[src/rtl/pem_pkg.sv]
`default_nettype none
// +--------------------------------------------------------------------+
// | pem_pkg : shared types and helpers for the pulse edge timer        |
// | Rev 1.0 : initial release                                          |
// +--------------------------------------------------------------------+
package pem_pkg;

  localparam int PEM_CNT_W = 32;

  typedef enum logic [2:0] {
    ST_IDLE  = 3'd0,
    ST_ARM   = 3'd1,
    ST_MEAS  = 3'd2,
    ST_CLOSE = 3'd3,
    ST_DONE  = 3'd4
  } pem_state_e;

  // Increment that sticks at max_v instead of wrapping.
  function automatic logic [63:0] sat_inc(input logic [63:0] v, input logic [63:0] max_v);
    return (v >= max_v) ? max_v : v + 64'd1;
  endfunction

endpackage
`default_nettype wire

[src/rtl/sig_conditioner.sv]
`default_nettype none
// +--------------------------------------------------------------------+
// | sig_conditioner : 2-FF synchroniser, FILT_LEN glitch filter, edges |
// | Rev 1.0 : initial release                                          |
// +--------------------------------------------------------------------+
module sig_conditioner #(
  parameter int FILT_LEN = 3
) (
  input  logic clk,
  input  logic rest,
  input  logic sig_in,
  output logic sig_f,
  output logic rise,
  output logic fall
);

  localparam int FW = (FILT_LEN < 2) ? 1 : $clog2(FILT_LEN);
  localparam logic [FW-1:0] CNT_LAST = FW'(FILT_LEN - 1);

  logic [1:0]    sync_q, sync_d;
  logic [FW-1:0] cnt_q, cnt_d;
  logic          sig_f_q, sig_f_d;
  logic          rise_q, rise_d;
  logic          fall_q, fall_d;
  logic          flip;

  // The strobes are registered alongside sig_f so a rise cycle always sees sig_f=1.
  always_comb begin
    sync_d  = {sync_q[0], sig_in};
    cnt_d   = '0;
    sig_f_d = sig_f_q;
    flip    = 1'b0;
    if (sync_q[1] != sig_f_q) begin
      if (cnt_q == CNT_LAST) begin
        sig_f_d = sync_q[1];
        flip    = 1'b1;
      end else begin
        cnt_d = cnt_q + FW'(1);
      end
    end
    rise_d = flip & sync_q[1];
    fall_d = flip & ~sync_q[1];
  end

  always_ff @(posedge clk or negedge rest) begin
    if (!rest) begin
      sync_q  <= '0;
      cnt_q   <= '0;
      sig_f_q <= 1'b0;
      rise_q  <= 1'b0;
      fall_q  <= 1'b0;
    end else begin
      sync_q  <= sync_d;
      cnt_q   <= cnt_d;
      sig_f_q <= sig_f_d;
      rise_q  <= rise_d;
      fall_q  <= fall_d;
    end
  end

  assign sig_f = sig_f_q;
  assign rise  = rise_q;
  assign fall  = fall_q;

endmodule
`default_nettype wire

[src/rtl/pulse_edge_timer.sv]
`default_nettype none
// +--------------------------------------------------------------------+
// | pulse_edge_timer : reciprocal period / duty measurement core       |
// | Rev 1.0 : initial release                                          |
// +--------------------------------------------------------------------+
module pulse_edge_timer
  import pem_pkg::*;
#(
  parameter int CNT_W          = PEM_CNT_W,
  parameter int FILT_LEN       = 3,
  parameter int GATE_CYCLES    = 50000000,
  parameter int TIMEOUT_CYCLES = 100000000
) (
  input  logic             clk,
  input  logic             rest,
  input  logic             sig_in,
  input  logic             start,
  input  logic             abort,
  output logic             busy,
  output logic             done,
  output logic [CNT_W-1:0] cycles_cnt,
  output logic [CNT_W-1:0] ref_cnt,
  output logic [CNT_W-1:0] high_cnt,
  output logic             timeout,
  output logic             ovf
);

  localparam int GW = $clog2(GATE_CYCLES + 1);
  localparam int TW = $clog2(TIMEOUT_CYCLES + 1);
  localparam logic [GW-1:0]    GATE_V  = GW'(GATE_CYCLES);
  localparam logic [TW-1:0]    TO_V    = TW'(TIMEOUT_CYCLES);
  localparam logic [CNT_W-1:0] CNT_MAX = '1;

  function automatic logic [CNT_W-1:0] inc(input logic [CNT_W-1:0] v);
    return CNT_W'(sat_inc(64'(v), 64'(CNT_MAX)));
  endfunction

  logic sig_f, rise, unused_fall;

  sig_conditioner #(.FILT_LEN(FILT_LEN)) u_cond (
    .clk    (clk),
    .rest   (rest),
    .sig_in (sig_in),
    .sig_f  (sig_f),
    .rise   (rise),
    .fall   (unused_fall)
  );

  pem_state_e       state_q, state_d;
  logic [CNT_W-1:0] n_q, n_d, ref_q, ref_d, high_q, high_d;
  logic             ovf_i_q, ovf_i_d;
  logic [GW-1:0]    gate_q, gate_d, gate_nx;
  logic [TW-1:0]    tmr_q, tmr_d, tmr_nx;
  logic             gate_hit, tmr_hit, to_path, closing;

  logic             busy_q, busy_d, done_q, done_d, to_q, to_d, ovf_q, ovf_d;
  logic [CNT_W-1:0] cyc_out_q, cyc_out_d, ref_out_q, ref_out_d, high_out_q, high_out_d;

  // The gate timer is separate from ref so the window still closes when ref saturates.
  always_comb begin
    gate_nx  = (gate_q >= GATE_V) ? gate_q : gate_q + GW'(1);
    tmr_nx   = (tmr_q >= TO_V) ? tmr_q : tmr_q + TW'(1);
    gate_hit = (gate_nx >= GATE_V);
    tmr_hit  = (tmr_nx >= TO_V);
    closing  = rise && (((state_q == ST_MEAS) && gate_hit) || (state_q == ST_CLOSE));
  end

  always_ff @(posedge clk or negedge rest) begin
    if (!rest) state_q <= ST_IDLE;
    else       state_q <= state_d;
  end

  always_comb begin
    state_d = state_q;
    to_path = 1'b0;
    case (state_q)
      ST_IDLE:  if (start) state_d = ST_ARM;
      ST_ARM: begin
        if (rise) state_d = ST_MEAS;
        else if (tmr_hit) begin
          state_d = ST_DONE;
          to_path = 1'b1;
        end
      end
      ST_MEAS: begin
        if (closing)       state_d = ST_DONE;
        else if (gate_hit) state_d = ST_CLOSE;
      end
      ST_CLOSE: begin
        if (rise) state_d = ST_DONE;
        else if (tmr_hit) begin
          state_d = ST_DONE;
          to_path = 1'b1;
        end
      end
      ST_DONE:  state_d = ST_IDLE;
      default:  state_d = ST_IDLE;
    endcase
    if (abort && (state_q != ST_IDLE)) begin
      state_d = ST_IDLE;
      to_path = 1'b0;
    end
  end

  always_comb begin
    n_d     = n_q;
    ref_d   = ref_q;
    high_d  = high_q;
    ovf_i_d = ovf_i_q;
    gate_d  = gate_q;
    tmr_d   = tmr_q;
    case (state_q)
      ST_IDLE: begin
        if (start) begin
          n_d     = '0;
          ref_d   = '0;
          high_d  = '0;
          ovf_i_d = 1'b0;
          gate_d  = '0;
          tmr_d   = '0;
        end
      end
      ST_ARM: begin
        tmr_d = tmr_nx;
        if (rise) begin
          n_d     = '0;
          ref_d   = '0;
          high_d  = sig_f ? CNT_W'(1) : '0;
          ovf_i_d = 1'b0;
          gate_d  = '0;
          tmr_d   = '0;
        end
      end
      ST_MEAS, ST_CLOSE: begin
        ref_d   = inc(ref_q);
        ovf_i_d = ovf_i_q | (&ref_q);
        gate_d  = gate_nx;
        tmr_d   = (state_q == ST_CLOSE) ? tmr_nx : '0;
        if (rise) begin
          n_d     = inc(n_q);
          ovf_i_d = ovf_i_d | (&n_q);
        end
        if (sig_f && !closing) begin
          high_d  = inc(high_q);
          ovf_i_d = ovf_i_d | (&high_q);
        end
      end
      default: ;
    endcase
  end

  // Results are captured only on the edge into DONE so readback is stable while busy.
  always_comb begin
    cyc_out_d  = cyc_out_q;
    ref_out_d  = ref_out_q;
    high_out_d = high_out_q;
    to_d       = to_q;
    ovf_d      = ovf_q;
    done_d     = (state_d == ST_DONE);
    busy_d     = (state_d == ST_ARM) || (state_d == ST_MEAS) || (state_d == ST_CLOSE);
    if ((state_d == ST_DONE) && (state_q != ST_DONE)) begin
      if (to_path) begin
        cyc_out_d  = '0;
        ref_out_d  = '0;
        high_out_d = '0;
        to_d       = 1'b1;
        ovf_d      = 1'b0;
      end else begin
        cyc_out_d  = n_d;
        ref_out_d  = ref_d;
        high_out_d = high_d;
        to_d       = 1'b0;
        ovf_d      = ovf_i_d;
      end
    end
  end

  always_ff @(posedge clk or negedge rest) begin
    if (!rest) begin
      n_q        <= '0;
      ref_q      <= '0;
      high_q     <= '0;
      ovf_i_q    <= 1'b0;
      gate_q     <= '0;
      tmr_q      <= '0;
      busy_q     <= 1'b0;
      done_q     <= 1'b0;
      to_q       <= 1'b0;
      ovf_q      <= 1'b0;
      cyc_out_q  <= '0;
      ref_out_q  <= '0;
      high_out_q <= '0;
    end else begin
      n_q        <= n_d;
      ref_q      <= ref_d;
      high_q     <= high_d;
      ovf_i_q    <= ovf_i_d;
      gate_q     <= gate_d;
      tmr_q      <= tmr_d;
      busy_q     <= busy_d;
      done_q     <= done_d;
      to_q       <= to_d;
      ovf_q      <= ovf_d;
      cyc_out_q  <= cyc_out_d;
      ref_out_q  <= ref_out_d;
      high_out_q <= high_out_d;
    end
  end

  assign busy       = busy_q;
  assign done       = done_q;
  assign timeout    = to_q;
  assign ovf        = ovf_q;
  assign cycles_cnt = cyc_out_q;
  assign ref_cnt    = ref_out_q;
  assign high_cnt   = high_out_q;

endmodule
`default_nettype wire

[config.mk]
export PLATFORM = sky130hd
export DESIGN_NAME = pulse_edge_timer
export DESIGN_NICKNAME = d
export VERILOG_FILES = /design/src/rtl/pem_pkg.sv /design/src/rtl/sig_conditioner.sv /design/src/rtl/pulse_edge_timer.sv
export SDC_FILE = /design/constraint.sdc
export NUM_CORES = 1
export LEC_CHECK = 0
export BUFFER_PORTS_ARGS = -buffer_cell sky130_fd_sc_hd__buf_2
export CAP_MARGIN = 20
export CORE_UTILIZATION = 40
export DETAILED_ROUTE_END_ITERATION = 10
export HOLD_SLACK_MARGIN = 0.1
export REMOVE_ABC_BUFFERS = 1
export SYNTH_ARGS = -nofsm -noshare
export SYNTH_HDL_FRONTEND = slang
export SYNTH_SLANG_ARGS = --single-unit
[constraint.sdc]
create_clock -name clk -period 4.05 [get_ports clk]
set_input_delay 1.0125 -clock clk [delete_from_list [all_inputs] [get_ports clk]]
set_output_delay 1.0125 -clock clk [all_outputs]
set_load 0.1 [all_outputs]
# --- After elaboration in Yosys (flattened, before gate mapping) ---
# Index checks and enable logic that the tools add are counted.
word_totals:
  register_bits: 259
  input_bits: 5
  output_inout_bits: 100
  elab_cells: 118
op_classes:
  n_addsub: 6
  n_lt_le_gt_ge: 7
  n_eq_ne: 12
  muxes: 51
  bitwise_logic: 4
  n_reduce_logical: 20
ops:
  columns: ["operator", "count"]
  rows:
  - ["32-bit two-way mux", 14]
  - ["32-bit one-hot mux with 3 select lines", 3]
  - ["27-bit two-way mux", 4]
  - ["32-bit by 1-bit adder with 32-bit output (second input constant)", 3]
  - ["32-bit greater-or-equal comparator (second input constant)", 3]
  - ["32-bit AND reduction", 3]
  - ["27-bit one-hot mux with 3 select lines", 1]
  - ["26-bit two-way mux", 3]
  - ["26-bit one-hot mux with 3 select lines", 1]
  - ["27-bit greater-or-equal comparator (second input constant)", 2]
  - ["26-bit greater-or-equal comparator (second input constant)", 2]
  - ["27-bit by 1-bit adder with 27-bit output (second input constant)", 1]
  - ["26-bit by 1-bit adder with 26-bit output (second input constant)", 1]
  - ["3-bit two-way mux", 7]
  - ["1-bit two-way mux", 14]
  - ["3-bit by 2-bit equality test with 1-bit output (second input constant)", 4]
  - ["3-bit one-hot mux with 4 select lines", 1]
  - ["3-bit by 1-bit equality test with 1-bit output (second input constant)", 2]
  - ["3-bit nonzero test", 2]
  - ["1-bit logical AND", 5]
  - ["2-bit two-way mux", 2]
  - ["2-bit AND reduction", 2]
  - ["2-bit OR reduction", 2]
  - ["3-bit equality test (second input constant)", 1]
  - ["13 further kinds", 17]

# --- Logic depth before layout (Yosys ltp) ---
# Gate-level depths: netlist of run 1.
depth:
  depth_word: 12
  mapped_depth: 15
  depth_no_buf: 12

# --- Modules after synthesis ---
# Synthesis of run 1 repeated with hierarchy kept, for this count alone.
hier_totals:
  cells_unflattened: 1478
  hier_area_um2: 13616.8
by_module_without_submodules:
  columns: ["module", "n_inst", "cells_per_inst", "area_each_um2", "seq_area_each_um2"]
  rows:
  - ["pulse_edge_timer", 1, 1464, 13376.6, 6331.1]
  - ["sig_conditioner", 1, 14, 240.2, 175.2]

# --- Worst setup path before layout of run 1 ---
# Ideal clock, no wire load.
synth_path:
  path_kind: "reg2reg"
  startpoint: "register gate_q[17]"
  endpoint: "register cyc_out_q[10] (netlist: cycles_cnt[10])"
  setup_ns: 0.123
  t_arrival_ns: 2.968
  required_ns: 3.927
  path_slack_ns: 0.959
  stages_incl_launch_ff: 14
  n_path_buf: 3
  synth_period_minus_slack_ns: 3.091
  path_cell_list: "dfrtp_1 > buf_2 > nand3_1 > o31a_1 > o31ai_4 > nor3_2 > mux2i_1 > a221oi_2 > o21ai_2 > a211oi_4 > nor2_2 > buf_4 > buf_4 > a22o_1"
synth_via:
  elab_chain_len: 11
  elab_cells_between_ends: 13
  cone_classes: "add/sub: 1; order compare: 2; eq/ne: 1; mux: 5; reduce/logical: 4"
synth_lines:
  columns: ["element", "line_no", "source"]
  rows:
  - ["from (decl)", "pulse_edge_timer.sv:52", "logic [GW-1:0] gate_q, gate_d, gate_nx;"]
  - ["from (signal assigned)", "pulse_edge_timer.sv:198", "gate_q <= gate_d;"]
  - ["26-bit by 1-bit adder with 26-bit output / 26-bit greater-or-equal comparator (equally long branches)", "pulse_edge_timer.sv:61", "gate_nx = (gate_q >= GATE_V) ? gate_q : gate_q + GW'(1);"]
  - ["26-bit two-way mux *", "pulse_edge_timer.sv:61", null]
  - ["26-bit greater-or-equal comparator *", "pulse_edge_timer.sv:63", "gate_hit = (gate_nx >= GATE_V);"]
  - ["1-bit logical AND", "pulse_edge_timer.sv:65", "closing = rise && (((state_q == ST_MEAS) && gate_hit) || (state_q == ST_CLOSE));"]
  - ["1-bit logical OR", "pulse_edge_timer.sv:65", null]
  - ["1-bit logical AND", "pulse_edge_timer.sv:65", null]
  - ["3-bit two-way mux *", "pulse_edge_timer.sv:86", "if (closing) state_d = ST_DONE;"]
  - ["3-bit one-hot mux with 4 select lines *", "pulse_edge_timer.sv:76", "case (state_q)"]
  - ["3-bit two-way mux *", "pulse_edge_timer.sv:99", "if (abort && (state_q != ST_IDLE)) begin"]
  - ["3-bit equality test *", "pulse_edge_timer.sv:161", "if ((state_d == ST_DONE) && (state_q != ST_DONE)) begin"]
  - ["1-bit logical AND *", "pulse_edge_timer.sv:161", null]
  - ["to (signal assigned)", "pulse_edge_timer.sv:204", "cyc_out_q <= cyc_out_d;"]
  - ["to (decl)", "pulse_edge_timer.sv:57", "logic [CNT_W-1:0] cyc_out_q, cyc_out_d, ref_out_q, ref_out_d, high_out_q, high_out_d;"]
# Mark *: on every way between the ends. The rest lies on a longest branch, timed or not.
# A chain may end at the register's enable or synchronous reset.

# --- Worst setup path after layout of run 1 ---
layout_path:
  startpoint: "register tmr_q[21]"
  endpoint: "register cyc_out_q[31] (netlist: cycles_cnt[31])"
layout_via:
  elab_chain_len: 9
  elab_cells_between_ends: 16
  cone_classes: "add/sub: 1; order compare: 2; eq/ne: 1; mux: 11; reduce/logical: 1"
layout_lines:
  columns: ["element", "line_no", "source"]
  rows:
  - ["from (decl)", "pulse_edge_timer.sv:53", "logic [TW-1:0] tmr_q, tmr_d, tmr_nx;"]
  - ["from (signal assigned)", "pulse_edge_timer.sv:199", "tmr_q <= tmr_d;"]
  - ["27-bit by 1-bit adder with 27-bit output / 27-bit greater-or-equal comparator (equally long branches)", "pulse_edge_timer.sv:62", "tmr_nx = (tmr_q >= TO_V) ? tmr_q : tmr_q + TW'(1);"]
  - ["27-bit two-way mux *", "pulse_edge_timer.sv:62", null]
  - ["27-bit greater-or-equal comparator *", "pulse_edge_timer.sv:64", "tmr_hit = (tmr_nx >= TO_V);"]
  - ["3-bit two-way mux", "pulse_edge_timer.sv:80, pulse_edge_timer.sv:91", null]
  - ["3-bit two-way mux, on equally long branches", "pulse_edge_timer.sv:90, pulse_edge_timer.sv:79", null]
  - ["3-bit one-hot mux with 4 select lines", "pulse_edge_timer.sv:76", null]
  - ["3-bit two-way mux", "pulse_edge_timer.sv:99", null]
  - ["3-bit equality test", "pulse_edge_timer.sv:161", null]
  - ["1-bit logical AND", "pulse_edge_timer.sv:161", null]
# Marks and branches as above.

==> results of run 1 <==
[critical path, delay by kind of cell (launching register included)]
kind | cells | cell delay, ps
AOI/OAI and AO/OA | 6 | 1850
and+or+nand+nor | 4 | 710
DFF | 1 | 500
buffers and inverters | 2 | 580
[cell usage after synthesis, drive strengths merged (3+ instances only)]
library cell	instances	share of area (%)
a211oi	9	0.60
a21o	12	0.67
a21oi	67	2.5
a221oi	3	0.24
a22o	104	6.8
a311oi	11	0.72
a31oi	42	2.1
a41oi	5	0.33
and2	15	0.70
and3	42	2.0
and4	14	0.92
buf	28	1.2
clkbuf	67	1.9
dfrtp	259	48
ha	7	0.66
inv	43	1.2
mux2	5	0.42
mux2i	5	0.37
nand2	174	4.9
nand2b	5	0.23
nand3	71	2.7
nand3b	3	0.17
nand4	29	1.4
nand4b	4	0.26
nor2	86	2.4
nor2b	5	0.23
nor3	29	1.2
nor4	17	0.89
o211ai	4	0.26
o21a	4	0.22
o21ai	175	6.6
o2bb2ai	16	1.0
o31a	6	0.39
o31ai	25	1.5
o41ai	7	0.46
or2	9	0.42
or4	4	0.22
xnor2	5	0.33
[cell type report]
cell class | instances | area (um^2) | share of cell area [%]
sequential | 259 | 6480 | 41.8
multi-input combinational | 1053 | 6340 | 40.9
timing repair buffer | 150 | 942 | 6.08
clock buffer | 31 | 743 | 4.79
tap | 442 | 553 | 3.57
clock inverter | 20 | 278 | 1.79
inverter | 44 | 165 | 1.07
[state kept, by name, indices dropped and copies added, names as in the netlist, 3 cells and up]
name	flops
ref_cnt	32
ref_q	32
high_cnt	32
high_q	32
gate_q	26
tmr_q	27
cycles_cnt	32
n_q	32
state_q	3
[cell families (layout without fill, tap and decap cells)]
group	count (synthesis)	in the layout	share of synthesized area, %
xor gates and xnor gates	7	7	0.459
buffers and inverters	139	245	4.31
AOI/OAI and AO/OA	515	515	26.2
adders and majority gates	7	7	0.655
DFF	259	259	48.5
and+or+nand+nor	514	514	19.0
muxes	10	10	0.796
[power breakdown]
group	internal (uW)	leakage (uW)	total (uW)	switching, uW
Sequential	2700	0.00348	2820	117
Combinational	402	0.00290	1640	1240
Clock	1710	0.000493	2820	1100
[metal layers]
| metal | vias up | global-route usage [%] | part of all wire (%) |
|---|---|---|---|
| met5 | - | 0 | 0 |
| met4 | 0 | 5.59 | 2.1 |
| met3 | 51 | 2.44 | 3.6 |
| met2 | 236 | 33.1 | 45 |
| met1 | 5706 | 29.6 | 49 |
| li1 | 5607 | - | - |
[final timing paths]
kind                             startpoint          endpoint
setup / recovery                  tmr_q[21]    cycles_cnt[31]
hold / removal             u_cond.sync_q[0]  u_cond.sync_q[1]
setup reg to reg                  tmr_q[21]    cycles_cnt[31]
hold reg to reg            u_cond.sync_q[0]  u_cond.sync_q[1]
max in group asynchronous              rest        high_q[29]
min in group asynchronous              rest          ref_q[8]
[through the flow]
| stage | hold WS, ps | setup slack, ps | cells | util (%) | setup TNS (ps) |
|---|---|---|---|---|---|
| floorplan | 331 | -3430 | 1356 | - | -338360 |
| global placement | 360 | 288 | 1947 | 44.2 | 0 |
| detailed placement | 354 | 193 | 1948 | 44.3 | 0 |
| CTS | 389 | 164 | 1999 | 47.4 | 0 |
| global route | 401 | 93.6 | 1999 | 47.4 | 0 |
| finish | 382 | 299 | 1999 | 47.4 | 0 |
[what timing repair did]
item | CTS | global route
endpoints found under the setup margin | 0 | 82
endpoints found under the hold margin | 0 | 0
gates resized for setup | 0 | 2
==> impl_metrics.csv, run 1 <==
group,metric,value,unit
run_status,status,"finished, final reports clean",
clocking,cts_tree,"done",
sta,worst_pin_slew,956,ps
power_and_ir_drop,p_total,7270,uW
drt,vias_per_cell,5.80,
worst_setup_path,r2r_slack,300,ps
grt,grt_max_degree,91,
placement,gp_congestion,0.860,
sta,rsz0062_at_grt,"false",
finish,synthToLayoutAreaGrowth,16.0,%
sta,slew_violations,0,
sta,min_period,3750,ps
finish,fillers,3160,
synthesis,ys_ff_latch,259,
placement,dp_hpwl,22.6,mm
synthesis,synth_flop_cell,"dfrtp_1",
finish,nets,1548,
drt,first_pass_iters,5,
drt,drt_wl_total,35.0,mm
synthesis,synth_cell_types,78,
synthesis,ys_seq_area_share,48.5,%
worst_setup_path,slowest_delay,600,ps
worst_setup_path,criticalPathCategory,"flop to flop",
synthesis,synthesis.area,13400,um^2
synthesis,synth_edf_count,0,
synthesis,ys_warn_count,0,
sta,fmaxAchievable,0.267,GHz
power_and_ir_drop,static-leakage-power,0.00688,uW
grt,grt_pass1_wl,57.8,mm
clocking,clkSinkCount,259,
finish,final_cell_area,15500,um^2
hold_path,hold_depth,0,
synthesis,syn_avg_cell_area,9.21,um^2
sta,fin_worst_skew,15.6,ps
sta,slew_headroom,36.3,%
die,core.rowCount,66,
hold_path,holdCritPathClass,"flop to flop",
clocking,post-cts-setup-buffers,0,
clocking,h-tree-depth,1,
placement,placed_area,14500,um^2
drt,route.detailed.drc,0,
drt,wl_per_cell,17.5,um
worst_setup_path,setup.worst_path.end_class,"flop",
clocking,clk_latency,560,ps
power_and_ir_drop,powerDensity,469,nW/um^2
drt,drtIter0Drc,808,
worst_setup_path,slowest_stage,"o31ai_1",
die,core_area,32700,um^2
die,die-width,185,um
die,chipHeight,185,um
worst_setup_path,ff2ff_path_depth,12,
clocking,clock-root-buffer,"clkbuf_16",
grt,track_usage,20.7,%
die,start_util,40.9,%
clocking,cts_buffers,28,
worst_setup_path,crit_chain,"nand4b_1 > o31ai_1 > nor2_2 > buf_4 > a311o_1 > a211oi_1 > o2bb2ai_1 > a31oi_2 > nor3_2 > nor2_4 > buf_12 > a22o_1",
clocking,holdBufCountCts,0,
die,ios,105,
clocking,clk_pin_slew,70,ps
die,fp.dieArea,34200,um^2
finish,layout_commonest_cell,"dfrtp_1",
worst_setup_path,required,4540,ps
clocking,cts_max_path_buffers,3,
grt,grt_antenna_before_repair,0,
drt,via_count,11600,
worst_setup_path,cp_data_arrival_time,4240,ps
synthesis,async_reset_ff_share,100,%
drt,antenna_left,0,
power_and_ir_drop,irDropWorstVdd,0.000345,V
synthesis,netlist_instances,1451,
sta,fin_crit_sh,92.6,%
worst_setup_path,cp_max_fo,78,
sta,hold_violations,0,
finish,drive_gt1_share,15.3,%
finish,num_antenna_cells,0,
sta,setup_viol,0,
grt,grt_overflow_total,0,
worst_setup_path,start_kind,"flop",
finish,final_cell_mix,"dfrtp_1, o21ai_0, nand2_1, a22o_1, buf_2",
placement,portBuffers,104,
job,max-cap-violations,0,
grt,grt_pass1_vias,11069,
No activity file was read; power rests on OpenSTA's default activity.
==> run 2: changes to the inputs <==
--- a/config.mk
+++ b/config.mk
@@ -8,6 +8,7 @@
 export BUFFER_PORTS_ARGS = -buffer_cell sky130_fd_sc_hd__buf_2
 export CAP_MARGIN = 20
 export CORE_UTILIZATION = 40
+export CTS_BUF_LIST = sky130_fd_sc_hd__clkbuf_2
 export DETAILED_ROUTE_END_ITERATION = 10
 export HOLD_SLACK_MARGIN = 0.1
 export REMOVE_ABC_BUFFERS = 1
==> impl_metrics.csv, run 2 (same netlist as run 1, synthesis figures left out) <==
group,metric,value,unit
placement,dp_hpwl,22.6,mm
drt,vias_per_cell,5.75,
worst_setup_path,crit_chain,"nand4b_1 > o31ai_1 > nor2_2 > buf_4 > a311o_1 > a211oi_1 > o2bb2ai_1 > a31oi_2 > nor3_2 > nor2_4 > buf_12 > a22o_1",
worst_setup_path,setup.worst_path.end_class,"flop",
die,die-width,185,um
clocking,clk_latency,870,ps
drt,first_pass_iters,5,
die,fp.dieArea,34200,um^2
die,core.rowCount,66,
finish,layout_commonest_cell,"dfrtp_1",
finish,final_cell_mix,"dfrtp_1, o21ai_0, nand2_1, a22o_1, buf_2",
drt,drt_wl_total,35.7,mm
grt,grt_max_degree,91,
worst_setup_path,cp-endpoint,"high_cnt[28]",
power_and_ir_drop,irDropWorstVdd,0.000247,V
clocking,clock-root-buffer,"clkbuf_2",
grt,grt_pass1_wl,58.8,mm
die,core_area,32700,um^2
grt,track_usage,21.3,%
worst_setup_path,start_kind,"flop",
grt,grt_pass1_vias,11514,
clocking,cts_buffers,71,
clocking,post-cts-setup-buffers,0,
clocking,clk_pin_slew,110,ps
clocking,cts_max_path_buffers,3,
die,start_util,40.9,%
worst_setup_path,required,4800,ps
worst_setup_path,criticalPathCategory,"flop to flop",
drt,drtIter0Drc,884,
placement,gp_congestion,0.860,
job,max-cap-violations,0,
sta,fin_worst_skew,74.3,ps
worst_setup_path,r2r_slack,220,ps
grt,grt_overflow_total,0,
drt,wl_per_cell,17.3,um
sta,slew_violations,0,
die,chipHeight,185,um
grt,grt_antenna_before_repair,1,
sta,fin_crit_sh,94.5,%
worst_setup_path,ff2ff_path_depth,12,
worst_setup_path,cp_data_arrival_time,4580,ps
worst_setup_path,cp_max_fo,78,
finish,synthToLayoutAreaGrowth,12.9,%
sta,slew_headroom,34.4,%
worst_setup_path,slowest_delay,590,ps
worst_setup_path,r2r_start,"tmr_q[21]",
sta,fmaxAchievable,0.261,GHz
hold_path,holdCritPathClass,"primary input to flop",
worst_setup_path,crit_path_start,"tmr_q[21]",
sta,min_period,3830,ps
power_and_ir_drop,powerDensity,416,nW/um^2
drt,via_count,11879,
power_and_ir_drop,static-leakage-power,0.00685,uW
drt,route.detailed.drc,0,
sta,rsz0062_at_grt,"false",
sta,worst_pin_slew,984,ps
placement,portBuffers,104,
drt,antenna_left,0,
worst_setup_path,r2r-end,"high_cnt[28]",
clocking,h-tree-depth,3,
finish,finalNonFillerCells,2065,
sta,hold_violations,0,
run_status,status,"finished, final reports clean",
finish,nets,1592,
finish,drive_gt1_share,18.1,%
placement,numPlacedInstances,1948,
clocking,clkSinkCount,259,
clocking,cts_tree,"done",
finish,final_core_util,46.1,%
die,ios,105,
sta,setup_viol,0,
worst_setup_path,slowest_stage,"o31ai_1",
[run 2: what timing repair did]
item,CTS,global route
gates resized for setup,0,2
endpoints found under the hold margin,13,0
hold buffers,1,0
setup endpoints to repair,0,97
[run 2: worst min path at each step]
stage                                 from          endpoint  slack, ps  cells after the start
final                               sig_in  u_cond.sync_q[0]        240                      1
after global routing                sig_in  u_cond.sync_q[0]        160                      1
after CTS                           sig_in  u_cond.sync_q[0]        150                      1
after detailed placement  u_cond.sync_q[0]  u_cond.sync_q[1]        350                      0
after global placement    u_cond.sync_q[0]  u_cond.sync_q[1]        360                      0
after floorplan           u_cond.sync_q[0]  u_cond.sync_q[1]        330                      0
[run 2: cell type report]
cell class | instances | area, um^2
clock buffers | 100 | 500
inverters | 44 | 165
diodes | 1 | 2.50
well taps | 442 | 553
repair buffers | 151 | 952
clock inverters | 15 | 86.3
multi-input cells | 1053 | 6340
flip-flops and latches | 259 | 6480
fillers | 3289 | 17600
[run 2: stage by stage]
| stage | hold WS, ps | cell area [um^2] | worst slack (ps) | power, uW | TNS, ps |
|---|---|---|---|---|---|
| after floorplan | 331 | 13000 | -3430 | 3930 | -338360 |
| after global placement | 360 | 14500 | 288 | 4460 | 0 |
| after detailed placement | 354 | 14500 | 193 | 4500 | 0 |
| after CTS | 154 | 15100 | 74.0 | 6360 | 0 |
| after global routing | 156 | 15100 | 28.0 | 6660 | 0 |
| final | 241 | 15100 | 223 | 6270 | 0 |
[run 2: critical path, delay by kind of cell, from the launching register on]
kind            cells  cell delay (ps)
compound gates      6             1830
simple gates        4              710
buf+inv             2              580
flops               1              520
[run 2: where the power goes]
group	internal, uW	total [uW]	switching [uW]	leakage, uW
Clock	715	1820	1110	0.000461
Sequential	2690	2810	117	0.00348
Combinational	403	1640	1230	0.00291
[run 2: metal layers]
metal  vias up  GRT usage, %  part of all wire [%]
li1       5725             -                     -
met1      5842          29.5                    49
met2       264          33.2                    46
met3        48          4.09                   4.1
met4         0          7.74                   1.6
met5         -             0                     0
